File: src/rtl/mem_port_arbiter.sv
// Shares one single-port memory between instruction fetch and load/store traffic.
// One transaction in flight at a time; data wins by default, a wait counter bounds fetch starvation.
module mem_port_arbiter #(
    parameter int unsigned MAX_WAIT = 4
) (
    input  logic        clk,
    input  logic        reset,
    input  logic        if_req,
    input  logic [31:0] if_addr,
    output logic        if_gnt,
    output logic        if_rvalid,
    output logic [31:0] if_rdata,
    input  logic        d_req,
    input  logic        d_we,
    input  logic [31:0] d_addr,
    input  logic [31:0] d_wdata,
    input  logic [3:0]  d_be,
    output logic        d_gnt,
    output logic        d_rvalid,
    output logic [31:0] d_rdata,
    output logic        mem_req,
    output logic        mem_we,
    output logic [31:0] mem_addr,
    output logic [31:0] mem_wdata,
    output logic [3:0]  mem_be,
    input  logic        mem_ready,
    input  logic        mem_rvalid,
    input  logic [31:0] mem_rdata,
    output logic        busy,
    output logic        proto_err
);

    typedef enum logic [1:0] {ST_IDLE, ST_ISSUE, ST_WAIT} state_e;
    typedef enum logic {OWN_IF, OWN_D} owner_e;

    localparam logic [3:0] MaxWait = 4'(MAX_WAIT);

    state_e      state_q, state_d;
    owner_e      owner_q, owner_d;
    logic [3:0]  wait_cnt_q, wait_cnt_d;
    logic        mem_we_q, mem_we_d;
    logic [31:0] mem_addr_q, mem_addr_d;
    logic [31:0] mem_wdata_q, mem_wdata_d;
    logic [3:0]  mem_be_q, mem_be_d;
    logic        proto_err_q, proto_err_d;
    logic        fetch_wins;

    assign fetch_wins = if_req & (~d_req | (wait_cnt_q == MaxWait));

    // NOTE: every output of this block gets a default first, so no path leaves a latch behind.
    always_comb begin
        state_d     = state_q;
        owner_d     = owner_q;
        mem_we_d    = mem_we_q;
        mem_addr_d  = mem_addr_q;
        mem_wdata_d = mem_wdata_q;
        mem_be_d    = mem_be_q;
        if_gnt      = 1'b0;
        d_gnt       = 1'b0;
        if_rvalid   = 1'b0;
        d_rvalid    = 1'b0;
        // A response is only legal once the command has been accepted.
        proto_err_d = proto_err_q | (mem_rvalid & (state_q != ST_WAIT));

        unique case (state_q)
            ST_IDLE: begin
                if (if_req | d_req) begin
                    state_d = ST_ISSUE;
                    if (fetch_wins) begin
                        if_gnt      = 1'b1;
                        owner_d     = OWN_IF;
                        mem_we_d    = 1'b0;
                        mem_addr_d  = if_addr;
                        mem_wdata_d = '0;
                        mem_be_d    = 4'hF;
                    end else begin
                        d_gnt       = 1'b1;
                        owner_d     = OWN_D;
                        mem_we_d    = d_we;
                        mem_addr_d  = d_addr;
                        mem_wdata_d = d_wdata;
                        mem_be_d    = d_be;
                    end
                end
            end
            ST_ISSUE: begin
                if (mem_ready) state_d = ST_WAIT;
            end
            ST_WAIT: begin
                if (mem_rvalid) begin
                    state_d   = ST_IDLE;
                    if_rvalid = (owner_q == OWN_IF);
                    d_rvalid  = (owner_q == OWN_D);
                end
            end
            default: state_d = ST_IDLE;
        endcase

        // Counts every denied fetch cycle, including while another transaction is in flight.
        wait_cnt_d = wait_cnt_q;
        if (if_gnt) begin
            wait_cnt_d = '0;
        end else if (if_req && (wait_cnt_q < MaxWait)) begin
            wait_cnt_d = wait_cnt_q + 4'd1;
        end
    end

    // NOTE: sequential state uses non-blocking assignments so all registers update together.
    always_ff @(posedge clk or posedge reset) begin
        if (reset) begin
            state_q     <= ST_IDLE;
            owner_q     <= OWN_IF;
            wait_cnt_q  <= '0;
            mem_we_q    <= 1'b0;
            mem_addr_q  <= '0;
            mem_wdata_q <= '0;
            mem_be_q    <= '0;
            proto_err_q <= 1'b0;
        end else begin
            state_q     <= state_d;
            owner_q     <= owner_d;
            wait_cnt_q  <= wait_cnt_d;
            mem_we_q    <= mem_we_d;
            mem_addr_q  <= mem_addr_d;
            mem_wdata_q <= mem_wdata_d;
            mem_be_q    <= mem_be_d;
            proto_err_q <= proto_err_d;
        end
    end

    assign mem_req   = (state_q == ST_ISSUE);
    assign mem_we    = mem_we_q;
    assign mem_addr  = mem_addr_q;
    assign mem_wdata = mem_wdata_q;
    assign mem_be    = mem_be_q;
    assign if_rdata  = mem_rdata;
    assign d_rdata   = mem_rdata;
    assign busy      = (state_q != ST_IDLE);
    assign proto_err = proto_err_q;

endmodule
File: config.mk
export PLATFORM = sky130hd
export DESIGN_NAME = mem_port_arbiter
export DESIGN_NICKNAME = d
export VERILOG_FILES = /design/src/rtl/mem_port_arbiter.sv
export SDC_FILE = /design/constraint.sdc
export NUM_CORES = 1
export LEC_CHECK = 0
export BUFFER_PORTS_ARGS = -buffer_cell sky130_fd_sc_hd__buf_2
export CELL_PAD_IN_SITES_DETAIL_PLACEMENT = 1
export CELL_PAD_IN_SITES_GLOBAL_PLACEMENT = 2
export CORE_MARGIN = 1.5
export CORE_UTILIZATION = 25
export DETAILED_ROUTE_END_ITERATION = 12
export GPL_TIMING_DRIVEN = 0
export PLACE_DENSITY_LB_ADDON = 0.05
export SLEW_MARGIN = 15
export SYNTH_ARGS = -nofsm -noshare
export SYNTH_HDL_FRONTEND = slang
export SYNTH_SLANG_ARGS = --single-unit
File: constraint.sdc
create_clock -name clk -period 3.06 [get_ports clk]
set_input_delay 0.153 -clock clk [delete_from_list [all_inputs] [get_ports clk]]
set_output_delay 0.153 -clock clk [all_outputs]
set_load 0.03 [all_outputs]
# == Word-level counts from Yosys, hierarchy flattened ==
# Cells that the tools add are included.
# W data, S select, Z words.
# word_totals
ram_bits,0
register_bits,77
romBits,0
latchBits,0
n_memories,0
# op_classes
div,0
n_reduce_logical,6
eq_ne,7
shift,0
magnitude_cmp,1
multipliers,0
n_addsub,1
n_mux,20
bitwise,7
# ops
op,count
$mux W32,2
$mux W4,3
$mux W1,11
$mux W2,3
$ne A2 B2 Y1 const B,3
$pmux W2 S3,1
$add A4 B1 Y4 const B,1
$eq A4 B3 Y1 const B,1
$lt A4 B3 Y1 const B,1
$reduce_bool A2 Y1,2
$or A1 B1 Y1,3
$reduce_and A3 Y1,1
$and A1 B1 Y1,2
$eq A2 B1 Y1 const B,1
$eq A2 B2 Y1 const B,1
$logic_not A2 Y1,1
$ne A2 B1 Y1 const B,1
$not A1 Y1,2
$reduce_and A2 Y1,1
$logic_and A1 B1 Y1,1

# == Longest topological paths before layout ==
# Gate-level depths: netlist of run 1.
# logic_depth
word_depth,7
depth_mapped,7
depth_no_buf,5

# == Least setup slack after synthesis of run 1 ==
# OpenSTA, ideal clock, no wires.
# synth_path
kind,flip-flop to output port
startpoint,reg wait_cnt_q[0]
endpoint,out if_gnt
setup_slack_ns,1.187
arrival_time_ns,1.720
path_buffers,2
required_ns,2.907
path_stages_with_launch,8
cell_sequence,dfrtp_1 > inv_1 > ha_1 > nand4b_1 > and2_1 > buf_2 > buf_2 > nor2_1
# synth_via
elab_chain_len,6
# synth_lines
element,line_no,text
from (decl),40,"logic [3:0] wait_cnt_q, wait_cnt_d;"
from (signal assigned),122,wait_cnt_q <= wait_cnt_d;
$eq A4 B3 Y1,48,assign fetch_wins = if_req & (~d_req | (wait_cnt_q == MaxWait));
$or A1 B1 Y1,48,
$and A1 B1 Y1,48,
$mux W1,69,if (fetch_wins) begin
$mux W1,67,if (if_req | d_req) begin
$mux W1,65,unique case (state_q)
to (decl),10,"output logic if_gnt,"
# No other way between the ends.

# == Worst setup path after layout of run 1 ==
# Same ends and word-level chain as after synthesis.

==> summary by stage, run 1 <==
Synthesis
The sequential cell area fraction in the yosys report is 0.460. The synthesized netlist net count is 566. Counting flops with an async set or reset pin after synthesis yields a share of 1.00.

Counting every instance in the synthesized netlist gives about 430. The biggest area contributor in the post-synthesis netlist is sky130_fd_sc_hd__dfrtp_1. The mean instance size in the synthesized netlist is 9.86 µm².

The share of synthesized area in the top cell type comes to 0.460. The count of synthesis-stage warnings from yosys is 0. Counting flops and latches in the post-synthesis netlist gives 77. The synthesized netlist occupies a cell area of 4190 µm².

By area the synthesized netlist is led by sky130_fd_sc_hd__dfrtp_1 46%, sky130_fd_sc_hd__buf_4 11%, sky130_fd_sc_hd__nand3_1 7.8%. Sorting the synthesized cells by how often they occur yields 77 x sky130_fd_sc_hd__dfrtp_1, 65 x sky130_fd_sc_hd__nand3_1, 64 x sky130_fd_sc_hd__buf_4. Counting flops with a built-in enable in the synthesized netlist gives 0.

The number of distinct library cell variants in the gate-level netlist after synthesis is 30. The library cell with the highest instance count after synthesis is sky130_fd_sc_hd__dfrtp_1. In the synthesized netlist the dominant register cell turns out to be sky130_fd_sc_hd__dfrtp_1.

Worst setup path
In this run the worst setup path begins at wait_cnt_q[0]. In this run the critical register-to-register path is launched from state_q[0]. Data on the critical path is required at its endpoint by approximately 2900 ps. The slowest stage cell on the critical path is sky130_fd_sc_hd__dfrtp_1. The largest single stage delay on the critical path is 400 ps. The kind of launch point of the worst setup path is a flop.

The endpoint kind of the worst setup timing path is a primary output. The library cell appearing most often on the critical path is sky130_fd_sc_hd__buf_2. The highest fanout seen on the critical path is 10. The data arrival at the endpoint of the critical path is between 2000 and 2500 ps. Walking the worst path, the cells encountered are inv_1 -> ha_1 -> nand4b_1 -> and2_1 -> buf_2 -> buf_2 -> nor2_1 -> buf_2. The critical setup path kind is flop to primary output.

Routing
The post-detailed-route via-to-cell ratio is roughly 4.6. After detailed routing, the total wire length is between 15,000 and 20,000 µm. The number of iterations in the first detailed-routing pass is 4. The starting DRC count in detailed routing is 110.

The post-detailed-route DRC marker count is 0. The detailed-route wire length per cell is ~17 µm. The number of vias after detailed routing is 4,212. Once detail routing completed, the nets flagged for antenna violations numbered 0.

Clocking
The clock latency on the worst-skew pair is 340 ps. Post-CTS repair changed the size of 0 cells. In this run the deepest clock path goes through 2 buffers. The number of buffers created by CTS is 9. The number of H-tree levels is 3. The TritonCTS clock tree is done. For this design, the sink count on the clock tree is 77. The cell sitting at the root of the clock tree is a sky130_fd_sc_hd__clkbuf_16.

After clock tree synthesis, the clock-pin slew on the worst setup and hold paths is 60 ps.

Place
The count of buffers inserted at the top-level ports is 245. The global placement routability congestion is 0.744. The number of placed instances with taps included is 891. The detailed-placement wirelength estimate is 11,500 µm.

STA
Setup repair after global routing left no endpoint under its margin. Headroom to the max-slew limit came out at 0.602. Setup violations remaining at the end of the flow were counted as 0. The total negative setup slack is 0 ps. The highest achievable clock rate is 0.409 GHz. The worst path needs 2450 ps of the cycle, external delays included. The share of the clock period used by the worst path after layout is 0.800. The slew at the pin closest to its max-slew limit is 597 ps. The final number of max-transition violations is 0. The number of failing hold endpoints at the final stage is 0. Between clock sinks in the finished design, the worst skew comes to about 5.6 ps.

Job
Across the run, the number of max-cap violations was 0.

Die
The placeable core region is 16,500 µm². The initial utilization of the core area, before any placement, comes to 0.254. The overall die width is 132 µm. The vertical extent of the die is 132 µm.

The floorplan die area is 17,500 µm². The site row count is 47. The number of I/O pins is roughly 280.

Global route
The via count of the first global-routing pass came to ~4,400. The global-route wire length before repair is roughly 24,000 µm. Entering global routing, the biggest net connects 47 pins. Across every metal layer, demand over resource in global routing totals 0.172. The number of antenna violations at the first check in global routing was 2.

For this run the aggregate overflow at the end of global routing stands at 0.

Min path
The hold path startpoint is mem_ready. The worst min-delay path category is input port to flop.

Layout
Of the cells placed in the final design, the portion with a size suffix greater than 1 is 0.519. The number of non-filler instances in the completed layout is 910. The count of nets after finishing is just over 800. Relative to the synthesized area, the layout overhead comes to 44.5%.

Pwr
The static power due to leakage is ~3.1 nW. The register share of total power is 0.276. The net switching share of the total power is 0.473. Dividing total power by cell area gives a power density of 1030 nW/µm². The share of total power dissipated in the clock network is 0.184.

The largest voltage drop on the vdd net is 0.389 mV. The internal power consumption is between 3 and 4 mW. The reported net switching power is 2.96 mW. The fraction of power consumed by combinational cells is 0.540.

Status
The run finished with clean final reports.
==> repair_timing <==
item / CTS / global route
endpoints found under the hold margin: 31 / 0
endpoints found under the setup margin: 0 / 0
buffers inserted: 0 / 0
hold buffers: 1 / 0
==> critical path, delay by kind of cell, from the launching register on <==
kind,cells,cell delay (ps)
adder cells (fa/ha/maj),1,150
flip-flops,1,400
buffers and inverters,4,730
AND/OR/NAND/NOR,3,670
==> worst paths after layout <==
path / end / slack (ps) / depth (start not counted)
min in group asynchronous: mem_addr[5] / 390 / 3
worst max-delay path: if_gnt / 610 / 8
worst min register to register: proto_err / 470 / 1
worst min-delay path: state_q[0] / 30 / 2
max in group asynchronous: mem_wdata[10] / 2060 / 4
worst max register to register: mem_be[2] / 1020 / 5
==> per-stage QoR <==
stage	area [µm²]	hold slack (ps)	total power, mW	utilization	setup WS [ps]
2_1_floorplan	4190	261	4.09	-	940
3_3_place_gp	5690	371	5.10	0.346	-417
3_5_place_dp	5720	217	5.17	0.347	871
4_1_cts	6050	15.3	6.36	0.367	504
5_1_grt	6050	43.6	6.68	0.368	394
6_report	6050	26.3	6.25	0.368	613
==> layout make-up <==
| type | count | area (µm²) |
|---|---|---|
| multi-input cells | 200 | 1410 |
| flip-flops and latches | 77 | 1930 |
| fillers | 1956 | 10400 |
| diodes | 2 | 5.00 |
| plain buffers | 106 | 698 |
| well taps | 220 | 275 |
| clock buffers | 11 | 233 |
| clock inverters | 5 | 83.8 |
| inverters | 42 | 160 |
| repair buffers | 247 | 1260 |
==> power by group through the flow <==
stage | logic, mW | registers [mW] | clock network, mW
3_3_place_gp | 3.38 | 1.72 | 0
6_report | 3.37 | 1.72 | 1.15
2_1_floorplan | 1.54 | 2.54 | 0
5_1_grt | 3.64 | 1.79 | 1.25
4_1_cts | 3.43 | 1.73 | 1.19
3_5_place_dp | 3.43 | 1.73 | 0
==> cells in the final DEF (no fill, tap or decap), types with 11 or more instances in the layout <==
cell type                   instances
sky130_fd_sc_hd__buf_2            257
sky130_fd_sc_hd__buf_4             64
sky130_fd_sc_hd__clkbuf_1          25
sky130_fd_sc_hd__dfrtp_1           77
sky130_fd_sc_hd__inv_1             41
sky130_fd_sc_hd__nand3_1           65
sky130_fd_sc_hd__nand4_1           32
sky130_fd_sc_hd__o221ai_1          21
sky130_fd_sc_hd__o221ai_2          11
sky130_fd_sc_hd__o2bb2ai_1         33
==> layer usage <==
layer | routed length (µm) | up-vias | share of wire | global-route usage
li1 | - | 1989 | - | -
met3 | 1050 | 18 | 0.069 | 0.0506
met4 | 294 | 0 | 0.019 | 0.0604
met1 | 6400 | 2063 | 0.42 | 0.214
met2 | 7380 | 142 | 0.49 | 0.287
met5 | 0 | - | 0 | 0
==> sequential cells by signal, summed over array words and instances (netlist names) <==
signal	cells
mem_wdata	32
mem_addr	32
mem_be	4
proto_err	1
owner_q	1
state_q	2
mem_we	1
wait_cnt_q	4
==> kinds of logic (layout without fill, tap and decap cells) <==
group,Yosys count,in the layout,share of synthesized area
simple gates,113,113,0.150
mux,1,1,0.00239
buf+inv,148,411,0.204
compound gates,83,83,0.176
flops,77,77,0.460
fa+ha+maj,2,2,0.00597
other cells,0,2,0
xor+xnor,1,1,0.00209
Power figures use the tool's default switching activity.
==> run 2, diff against run 1 <==
--- a/config.mk
+++ b/config.mk
@@ -9,7 +9,7 @@
 export CELL_PAD_IN_SITES_DETAIL_PLACEMENT = 1
 export CELL_PAD_IN_SITES_GLOBAL_PLACEMENT = 2
 export CORE_MARGIN = 1.5
-export CORE_UTILIZATION = 25
+export CORE_UTILIZATION = 23
 export DETAILED_ROUTE_END_ITERATION = 12
 export GPL_TIMING_DRIVEN = 0
 export PLACE_DENSITY_LB_ADDON = 0.05
==> constraint.sdc (replaced) <==
create_clock -name clk -period 2.5 [get_ports clk]
set_input_delay 0.125 -clock clk [delete_from_list [all_inputs] [get_ports clk]]
set_output_delay 0.125 -clock clk [all_outputs]
set_load 0.03 [all_outputs]
==> run 2 against run 1 <==
Against the previous run:
- via count about the same
- die area increased by 8.5%
- critical path type unchanged
- core utilization decreased by 2.7 points
- largest power group unchanged
- critical endpoint unchanged
==> summary by stage, run 2 (same netlist as run 1, synthesis figures left out) <==
Layout
The final instance area is 6090 µm². The multi-input combinational cells in the finished layout cover a total of 1410 µm². The top cell types in the final layout, fill and taps aside, are 257 x sky130_fd_sc_hd__buf_2, 77 x sky130_fd_sc_hd__dfrtp_1, 66 x sky130_fd_sc_hd__buf_4, 65 x sky130_fd_sc_hd__nand3_1, 41 x sky130_fd_sc_hd__inv_1. The count of nets after finishing is 826.

Of the cells placed in the final design, the portion with a size suffix greater than 1 is 0.522. The most frequent standard cell in the layout excluding fill and tap cells is sky130_fd_sc_hd__buf_2. Summing all flip-flop and latch instances after layout gives 1930 µm². For this run, the share of the core covered by cells in the final layout is 0.340. From synthesis to final layout, the design area changed by 45.4%. The filler cell count is 2,127.

Clocking
TritonCTS built the clock tree. Post-CTS repair changed the size of 0 cells. The number of buffers on the longest clock path is 2.

The H-tree was split into 3 levels. The clock tree root buffer cell is sky130_fd_sc_hd__clkbuf_16. The number of buffers created by CTS is 9. CTS saw 77 sinks.

Clock-pin slew was measured on the worst setup and hold paths at 60 ps. At the later pin of the worst-skew pair, clock insertion delay measures 340 ps.

STA
Across all hold checks on the routed design, the worst slack comes to between 10 and 15 ps. The number of failing hold endpoints at the final stage is 0. The worst pin sits at a relative slew slack of 0.597. At the pin with the least slew margin, the transition time is 605 ps. Timing would allow up to 0.451 GHz. Setup repair after global routing left no endpoint under its margin. The final number of max-transition violations is 0. The clock arrives with 8.33 ps of skew. The share of the clock period used by the worst path after layout is 0.887.

The clock period minus final worst setup slack is 2220 ps. The total setup violations reported at the end of the flow is 0. The least setup slack across all paths after layout is 283 ps.

Worst setup path
The worst setup path is launched from a flop. The setup path with the least slack is of type flop to primary output. The highest fanout seen on the critical path is 10. The endpoint kind of the worst setup timing path is a primary output. The endpoint required time on the critical path is 2380 ps. Data on the critical path arrives at its endpoint at 2090 ps. The path depth of the worst reg2reg path is 5.

Die
The placeable core region is 17,900 µm². The vertical extent of the die is 138 µm. The site row count is 49.

The initial utilization of the core area, before any placement, comes to 0.234. The floorplan step set the die width to approximately 140 µm. The die covers ~19,000 µm².

The number of I/O pins is about 280.

Pwr
The internal power consumption is ~4.1 mW. Dividing total power by cell area gives a power density of 1270 nW/µm². The analysis attributes to cell leakage a power of 3.08 nW. For this design the total switching power over the nets is approximately 3.6 mW. The register share of total power is 0.275. The post-layout total power is 7.72 mW. The largest voltage drop on the vdd net is 0.537 mV. The net switching share of the total power is 0.471. The fraction of power consumed by combinational cells is 0.535. The share of total power dissipated in the clock network is 0.190.

Job
Across the run, the number of max-cap violations was 0.

Routing
The post-detailed-route via-to-cell ratio is 4.58. The starting DRC count in detailed routing is ~130. In the routed design, unresolved DRC markers number 0. For this block, the via count after detailed routing is about 4,200.

In this run the remaining antenna-violating nets after routing total 0. The first detailed-routing pass ran for 4 iterations. The overall routed net length is roughly 16,000 µm. The detailed-route wire length per cell is 16.9 µm.

Global route
The global-route wire length before repair is between 20,000 and 25,000 µm. The number of antenna violations at the first check in global routing is 1. Entering global routing, the biggest net connects between 40 and 50 pins. In the global route stage, overall resource usage came out at 0.161. The via count of the first global-routing pass is 4,305. The total overflow left after global routing is 0.

Min path
The worst hold path passes through 2 cells. The worst min-delay path category is input port to flop.

Place
The detailed-placement wirelength estimate is 11,700 µm. The placed instances occupy a cell area of 5730 µm². The count of buffers added on input and output ports is roughly 250. The global placement routability congestion is 0.753. The worst-case setup slack after placement is 355 ps.

Status
The run finished with clean final reports.
run 2: changes by cell type in the layout (fill, tap and decap cells not counted):
cell                            delta
sky130_fd_sc_hd__buf_4             +2
sky130_fd_sc_hd__clkbuf_1          -2
sky130_fd_sc_hd__clkbuf_8          +2
sky130_fd_sc_hd__clkinv_2          +2
sky130_fd_sc_hd__clkinvlp_4        -2
sky130_fd_sc_hd__diode_2           -1
sky130_fd_sc_hd__dlygate4sd3_1     +1
sky130_fd_sc_hd__inv_6             -1
run 2: final timing paths:
kind                               startpoint  slack [ps]       endpoint
worst min-delay path               mem_rvalid          10     state_q[1]
min in group asynchronous               reset         380    mem_addr[6]
worst max register to register     state_q[0]         330    mem_addr[8]
max in group asynchronous               reset        1510  wait_cnt_q[3]
worst min register to register      proto_err         470      proto_err
worst max-delay path            wait_cnt_q[0]         280         if_gnt
run 2: repair_timing:
action,in CTS,in global routing
hold endpoints to repair,32,0
setup buffers,2,0
gates cloned,0,0
hold buffers,2,0
setup endpoints to repair,2,1
run 2: power groups by stage:
stage | sequential, mW | clock [mW] | combinational [mW]
2_1_floorplan | 3.11 | 0 | 1.89
3_3_place_gp | 2.12 | 0 | 4.12
3_5_place_dp | 2.14 | 0 | 4.20
4_1_cts | 2.13 | 1.51 | 4.22
5_1_grt | 2.20 | 1.56 | 4.50
6_report | 2.13 | 1.47 | 4.13
run 2: stage by stage:
stage | TNS [ps] | cells
after floorplan | 0 | 425
after global placement | -70940 | 899
after detailed placement | 0 | 900
after CTS | 0 | 920
after global routing | 0 | 920
final | 0 | 920
run 2: per-layer routing:
layer,vias up,wire [µm],global-route usage
li1,1989,-,-
met1,2046,6530,0.201
met2,164,7540,0.269
met3,14,1270,0.0486
met4,0,233,0.0446
met5,-,0,0
run 2: layout make-up:
class | instances | area share
timing repair buffer | 250 | 0.211
clock inverter | 4 | 0.0115
clock buffer | 12 | 0.0421
buffer | 105 | 0.114
tap | 229 | 0.0470
sequential | 77 | 0.316
multi-input combinational | 200 | 0.231
inverter | 42 | 0.0263
antenna | 1 | 0.000411
run 2: worst max-delay path, cell delays in order, from the launching register on:
cell and delay [ps]:
sky130_fd_sc_hd__dfrtp_1 380, sky130_fd_sc_hd__inv_1 50, sky130_fd_sc_hd__ha_1 190, sky130_fd_sc_hd__nand4b_1 150, sky130_fd_sc_hd__and2_1 140, sky130_fd_sc_hd__buf_2 230, sky130_fd_sc_hd__buf_2 320, sky130_fd_sc_hd__nor2_1 90
sky130_fd_sc_hd__buf_2 180
